==> src/rtl/jk_reg_bank.sv <==
// jk_reg_bank: WIDTH-bit register bank. Each cycle it does one of four
// operations: a per-bit JK flip-flop update, count up, count down, or shift
// left. It also has a sticky overflow/underflow flag.
//
// Ports:
//   clk      - clock; all state updates on the rising edge
//   rst      - synchronous active-high reset (q <= RST_VAL, ovf <= 0)
//   en       - cycle enable; when low, q and ovf hold (ovf_clr still works)
//   mode     - 00 JK, 01 count up, 10 count down, 11 shift left
//   j, k     - per-bit JK inputs (JK mode only)
//   sin      - serial input, shifted into bit 0 in shift mode
//   ovf_clr  - synchronous clear of the sticky ovf flag
//   q, qb    - registered state and its bitwise complement
//   sout     - serial output, q[WIDTH-1]
//   tc       - combinational terminal count (all ones counting up, zero down)
//   ovf      - registered sticky flag: set on an enabled edge with tc=1
//
// Build option: define JK_REG_BANK_SAT_EN to make the counter saturate at
// its terminal count instead of wrapping. ovf sets in both builds.

module jk_reg_bank #(
   parameter int unsigned       WIDTH   = 8,
   parameter logic [WIDTH-1:0]  RST_VAL = '0
) (
   input  logic             clk,
   input  logic             rst,
   input  logic             en,
   input  logic [1:0]       mode,
   input  logic [WIDTH-1:0] j,
   input  logic [WIDTH-1:0] k,
   input  logic             sin,
   input  logic             ovf_clr,
   output logic [WIDTH-1:0] q,
   output logic [WIDTH-1:0] qb,
   output logic             sout,
   output logic             tc,
   output logic             ovf
);

   localparam logic [1:0] MODE_JK    = 2'b00;
   localparam logic [1:0] MODE_UP    = 2'b01;
   localparam logic [1:0] MODE_DOWN  = 2'b10;
   localparam logic [1:0] MODE_SHIFT = 2'b11;

   logic [WIDTH-1:0] q_q, q_d;
   logic             ovf_q, ovf_d;
   logic             tc_c;

   // Terminal count: the next count step would wrap (or saturate).
   always_comb begin
      tc_c = 1'b0;
      if ((mode == MODE_UP) && (q_q == {WIDTH{1'b1}})) begin
         tc_c = 1'b1;
      end else if ((mode == MODE_DOWN) && (q_q == '0)) begin
         tc_c = 1'b0 | 1'b1;
      end
   end

   // Next state of the register.
   always_comb begin
      q_d = q_q;
      if (en) begin
         unique case (mode)
            // Per bit: JK=00 hold, 01 clear, 10 set, 11 toggle.
            MODE_JK:    q_d = (j & ~q_q) | (~k & q_q);
`ifdef JK_REG_BANK_SAT_EN
            MODE_UP:    q_d = tc_c ? q_q : q_q + WIDTH'(1);
            MODE_DOWN:  q_d = tc_c ? q_q : q_q - WIDTH'(1);
`else
            MODE_UP:    q_d = q_q + WIDTH'(1);
            MODE_DOWN:  q_d = q_q - WIDTH'(1);
`endif
            MODE_SHIFT: q_d = {q_q[WIDTH-2:0], sin};
            default:    q_d = q_q;
         endcase
      end
   end

   // Sticky flag. It is cleared first and set afterwards, so a set on the
   // same edge as a clear leaves ovf at 1.
   always_comb begin
      ovf_d = ovf_q;
      if (ovf_clr) begin
         ovf_d = 1'b0;
      end
      if (en && tc_c) begin
         ovf_d = 1'b1;
      end
   end

   // State registers with synchronous reset.
   always_ff @(posedge clk) begin
      if (rst) begin
         q_q   <= RST_VAL;
         ovf_q <= 1'b0;
      end else begin
         q_q   <= q_d;
         ovf_q <= ovf_d;
      end
   end

   assign q    = q_q;
   assign qb   = ~q_q;
   assign sout = q_q[WIDTH-1];
   assign tc   = tc_c;
   assign ovf  = ovf_q;

endmodule

==> config.mk <==
export PLATFORM = sky130hd
export DESIGN_NAME = jk_reg_bank
export DESIGN_NICKNAME = d
export VERILOG_FILES = /design/src/rtl/jk_reg_bank.sv
export SDC_FILE = /design/constraint.sdc
export NUM_CORES = 1
export LEC_CHECK = 0
export ABC_AREA = 1
export CAP_MARGIN = 0
export CORE_UTILIZATION = 40
export CTS_BUF_LIST = sky130_fd_sc_hd__clkbuf_8 sky130_fd_sc_hd__clkbuf_16
export CTS_CLUSTER_DIAMETER = 150
export DETAILED_ROUTE_END_ITERATION = 6
export PLACE_DENSITY = 0.76
export SLEW_MARGIN = 5
export SYNTH_ARGS = -nofsm -noshare
export SYNTH_HDL_FRONTEND = slang
export SYNTH_SLANG_ARGS = --single-unit
==> constraint.sdc <==
create_clock -name clk -period 1.7 [get_ports clk]
set_input_delay 0.34 -clock clk [delete_from_list [all_inputs] [get_ports clk]]
set_output_delay 0.34 -clock clk [all_outputs]
set_load 0.005 [all_outputs]
After elaboration in Yosys (flattened, before gate mapping) --
Cells that the tools add are included.
Operators by class: add/sub/neg operators 2, $mul 0, div/mod/pow operators 0, order comparisons 0, eq/ne operators 4, shifts and indexed selects 0, muxes and demuxes 5, bitwise operators 5, reductions and logical operators 6
Operators with widths (number):
- case mux 8 bit (4 select lines) | 1
- bitwise AND 8 bit | 2
- inverter 8 bit | 2
- adder 8 x 1 -> 8 bit, second input constant | 1
- equality test 8 bit, second input constant | 1
- zero test 8 bit | 1
- OR 8 bit | 1
- subtractor 8 x 1 -> 8 bit, second input constant | 1
- equality test 2 bit, second input constant | 2
- two-way mux 1 bit | 4
- logical AND 1 bit | 3
- equality test 2 x 1 -> 1 bit, second input constant | 1
- zero test 2 bit | 1
- nonzero test 2 bit | 1
Word-level totals: register bits 9, bits in latches 0, memory bits (writable) 0, memory bits (read-only) 0, input bits 23, output and inout bits 19, word-level logic and storage cells 24, memories kept 0

Depth between registers and ports, before layout --
depth in word-level cells 6, mapped depth 14, mapped depth without buffers 14

Worst setup path before layout --
No wires, ideal clock.
kind in2reg, start point in mode[0], end point reg q_q[1] (netlist: q[1]), library setup time 0.115 ns, data arrival time 1.565 ns, required time 1.585 ns, path slack 0.019 ns, stages on the path 10, buffers on the path 0, cells stage by stage inv_1 > ha_1 > nand2_1 > inv_1 > nor2_2 > ha_1 > a221oi_1 > a21oi_1 > o21ai_0 > inv_1
On the way: word-level cells in the longest chain between the ends 2, elaborated cells between the ends (all ways) 5, classes of those cells eq/ne (3); mux (1); reduce/logical (1)
RTL lines:
- start, declared | RTL line 28 | input logic [1:0] mode,
- equality test 2 bit, or another cell as far along | RTL line 63 | unique case (mode)
- case mux 8 bit (4 select lines) * | RTL line 63
- end signal, assigned | RTL line 97 | q_q <= q_d;
- end, declared | RTL line 45 | logic [WIDTH-1:0] q_q, q_d;
Mark *: on every way between the ends. The rest lies on a longest branch, timed or not. A chain may end at the register's enable or synchronous reset.

Worst setup path in the final report --
start point reg q_q[5] (netlist: q[5]), end point out qb[5]
On the way: word-level cells in the longest chain between the ends 1
RTL lines:
- inverter 8 bit | RTL line 103 | assign qb = ~q_q;
- end, declared | RTL line 34 | output logic [WIDTH-1:0] qb,
No other way between the ends.

==> results.md <==
* Most common cell after layout, fill and taps aside: nand2_1
* Worst setup startpoint: q[5]$_SDFFE_PP0P_
* Yosys Warn Count at 0
* Pwr/cell area at roughly 520 nW/um^2
* CTS Buf Count at 3
* CTS root buffer: clkbuf_8
* Mean Syn Cell Area at 6.075 sq um
* Worst Max-Slew Pin Slew at approximately 0.27 ns
* Relative slew margins at 0.8162
* Startpoint types: flop
* Skew-Pair Late Insertion Delay at 0.24 ns
* Final min period at roughly 1.7 ns
* Post-Layout Inst Area at ~1900 sq um
* Status: finished clean
* Gate Count Post-Synth at 187
* Placed cell areas at between 1500 and 2000 sq um
* Sinks on Clock Net at 9
* I/O pin count at 42
* Synth cell types at 30
* Fmax at around 600 MHz
* Post-synth top area share at 0.1883
* Fin. Hold Viols at 0
* N_diodes at 0
* Pre-antenna DRT Iters at 5
* Port buffer count at approximately 40
* Fin Hold WS at approximately 0.47 ns
* First-pass GRT wire length at 6.327 mm
* Critical Path AT at 1.32 ns
* Wire per inst at 13.10 um
* DRC viols at 0
* Largest net degree at the start of global routing at 10
* Post-route setup TNS at 0 ns
* Routed vias at approximately 1500
* Routed Antenna Nets at 0
* Worst setup margin at about 0.037 ns
* #FFs+latches synth at 9
* Dpl ws at -0.7367 ns
* Die width at between 50 and 60 um
* Post-synth top area cell: nand2_1
* Nets at ~290
* Vias in the first global route at 1455
* Layout area overhead at 68.06%
* Crit path required time at about 1.4 ns
* Fin cells at ~290
* Post-synthesis sequential area ratio at 0.1586
* Share of cells above drive strength 1 at 0.3385
* Max clock buf depth at 2
* Htree depth at 1
* Critical Path End Type: primary output
* HP Start: ovf$_SDFFE_PP0P_
* Synth area leaders: nand2_1 (19%), dfxtp_1 (16%), a21oi_1 (7.0%)
* Drt initial violations at just over 50
* Lkg Pwr at a little over 0.9 nW
* Initial antenna violation count at 0
* Grt ovf at 0
* Routed Wire Length at between 3 and 4 mm
* Cell area after synthesis at roughly 1100 sq um
* Post-placement cell count at about 280
* Final core utilization at 0.7372
* DR vias/cell at between 5 and 6
* Placer Congestion at 0.9411
* Clk_skew at between 0.0015 and 0.002 ns
* Setup CP Type: reg2out
* Die Span Y at 55.30 um
* Hpwl dp at 2.959 mm
* VDD IR max at ~540 uV
* Core ar. at 2590 sq um
* Most frequent cells in the layout: nand2_1 (55), clkdlybuf4s50_1 (35), buf_4 (30), inv_1 (15), a21oi_1 (15)
* Initial core utilization at 0.4386
* Critical Path Fanout Max at 7
* FF+latch area at 182.7 sq um
* Row Count at 18
* Total of max-cap violations at 0
* Footprint of the multi-input gates at around 880 sq um
* Max-slew violation count at 0
* Die Area at between 3000 and 4000 sq um
* Reg clk slew, reported paths at about 0.050 ns
* CTS tree: built
* R2r startpoint: q[1]$_SDFFE_PP0P_
* Total power at roughly 1.0 mW
* Hold Crit Class: reg2reg
* GR Util All Layers at 0.2572
* Final Setup Violations at 0
* Fillers at 193
* Final Cycle Share at 0.9781
* Syn nets at between 200 and 250
[power by group]
| part | internal [mW] | switching (mW) | leakage [nW] |
|---|---|---|---|
| combinational | 0.262 | 0.250 | 0.808 |
| clock | 0.158 | 0.0900 | 0.0269 |
| sequential | 0.229 | 0.0145 | 0.0750 |
[critical path: stages (launching register included)]
cell and delay [ns]:
dfxtp_2 0.34, buf_4 0.16, inv_4 0.08, clkdlybuf4s50_1 0.50
[kinds of logic after synthesis]
group	Yosys count	share of synthesized area
flip-flops	9	0.1586
AND/OR/NAND/NOR	96	0.4108
AO/OA/AOI/OAI	44	0.2379
buffers and inverters	32	0.1266
adder cells (fa/ha/maj)	6	0.06608
[repair_timing]
action | 4_1_cts | 5_1_grt
setup buffers | 0 | 0
gates cloned | 0 | 0
hold buffers | 0 | 0
setup endpoints to repair | 12 | 11
endpoints found under the hold margin | 0 | 0
resized for setup | 32 | 18
pin swaps | 7 | 8
[metal layers]
layer / vias to the layer above / wire [um] / global-route usage
met5: - / 0 / 0
li1: 751 / - / -
met3: 2 / 257 / 0.04450
met1: 690 / 1571 / 0.3113
met2: 71 / 1914 / 0.4802
met4: 0 / 17 / 0.03571
[final timing paths]
kind / endpoint / slack, ns / cells past startpoint
max: qb[5] / 0.04 / 3
min: ovf$_SDFFE_PP0P_ / 0.47 / 2
max reg2reg: q[6]$_SDFFE_PP0P_ / 0.13 / 13
min reg2reg: ovf$_SDFFE_PP0P_ / 0.47 / 2
[synth_stat cells]
cell type  count
nand2_1       57
inv_1         18
a21oi_1       16
o21ai_0       16
nand3_1       11
dfxtp_1        9
nand2_2        8
inv_2          7
ha_1           6
a21oi_2        4
nand2_4        4
nor2_1         4
nand3_2        3
buf_4          2
buf_6          2
clkbuf_1       2
nand4_1        2
nor2_2         2
nor3_1         2
o21ai_1        2
a221oi_1       1
a22oi_1        1
a31oi_1        1
and2_4         1
buf_2          1
nand3b_1       1
o211ai_1       1
o21bai_4       1
o41ai_2        1
or2_2          1
[registers in the layout (all words and copies together), names as in the netlist]
| signal | cells |
|---|---|
| ovf | 1 |
| q | 8 |
[final cells by class]
class | instances | share of cell area
timing repair buffer | 73 | 0.3421
tap | 30 | 0.01966
multi-input combinational | 146 | 0.4620
inverter | 25 | 0.05701
clock buffer | 3 | 0.02163
clock inverter | 1 | 0.001966
sequential | 9 | 0.09567
Note: power is estimated with default switching activity, not from simulation.
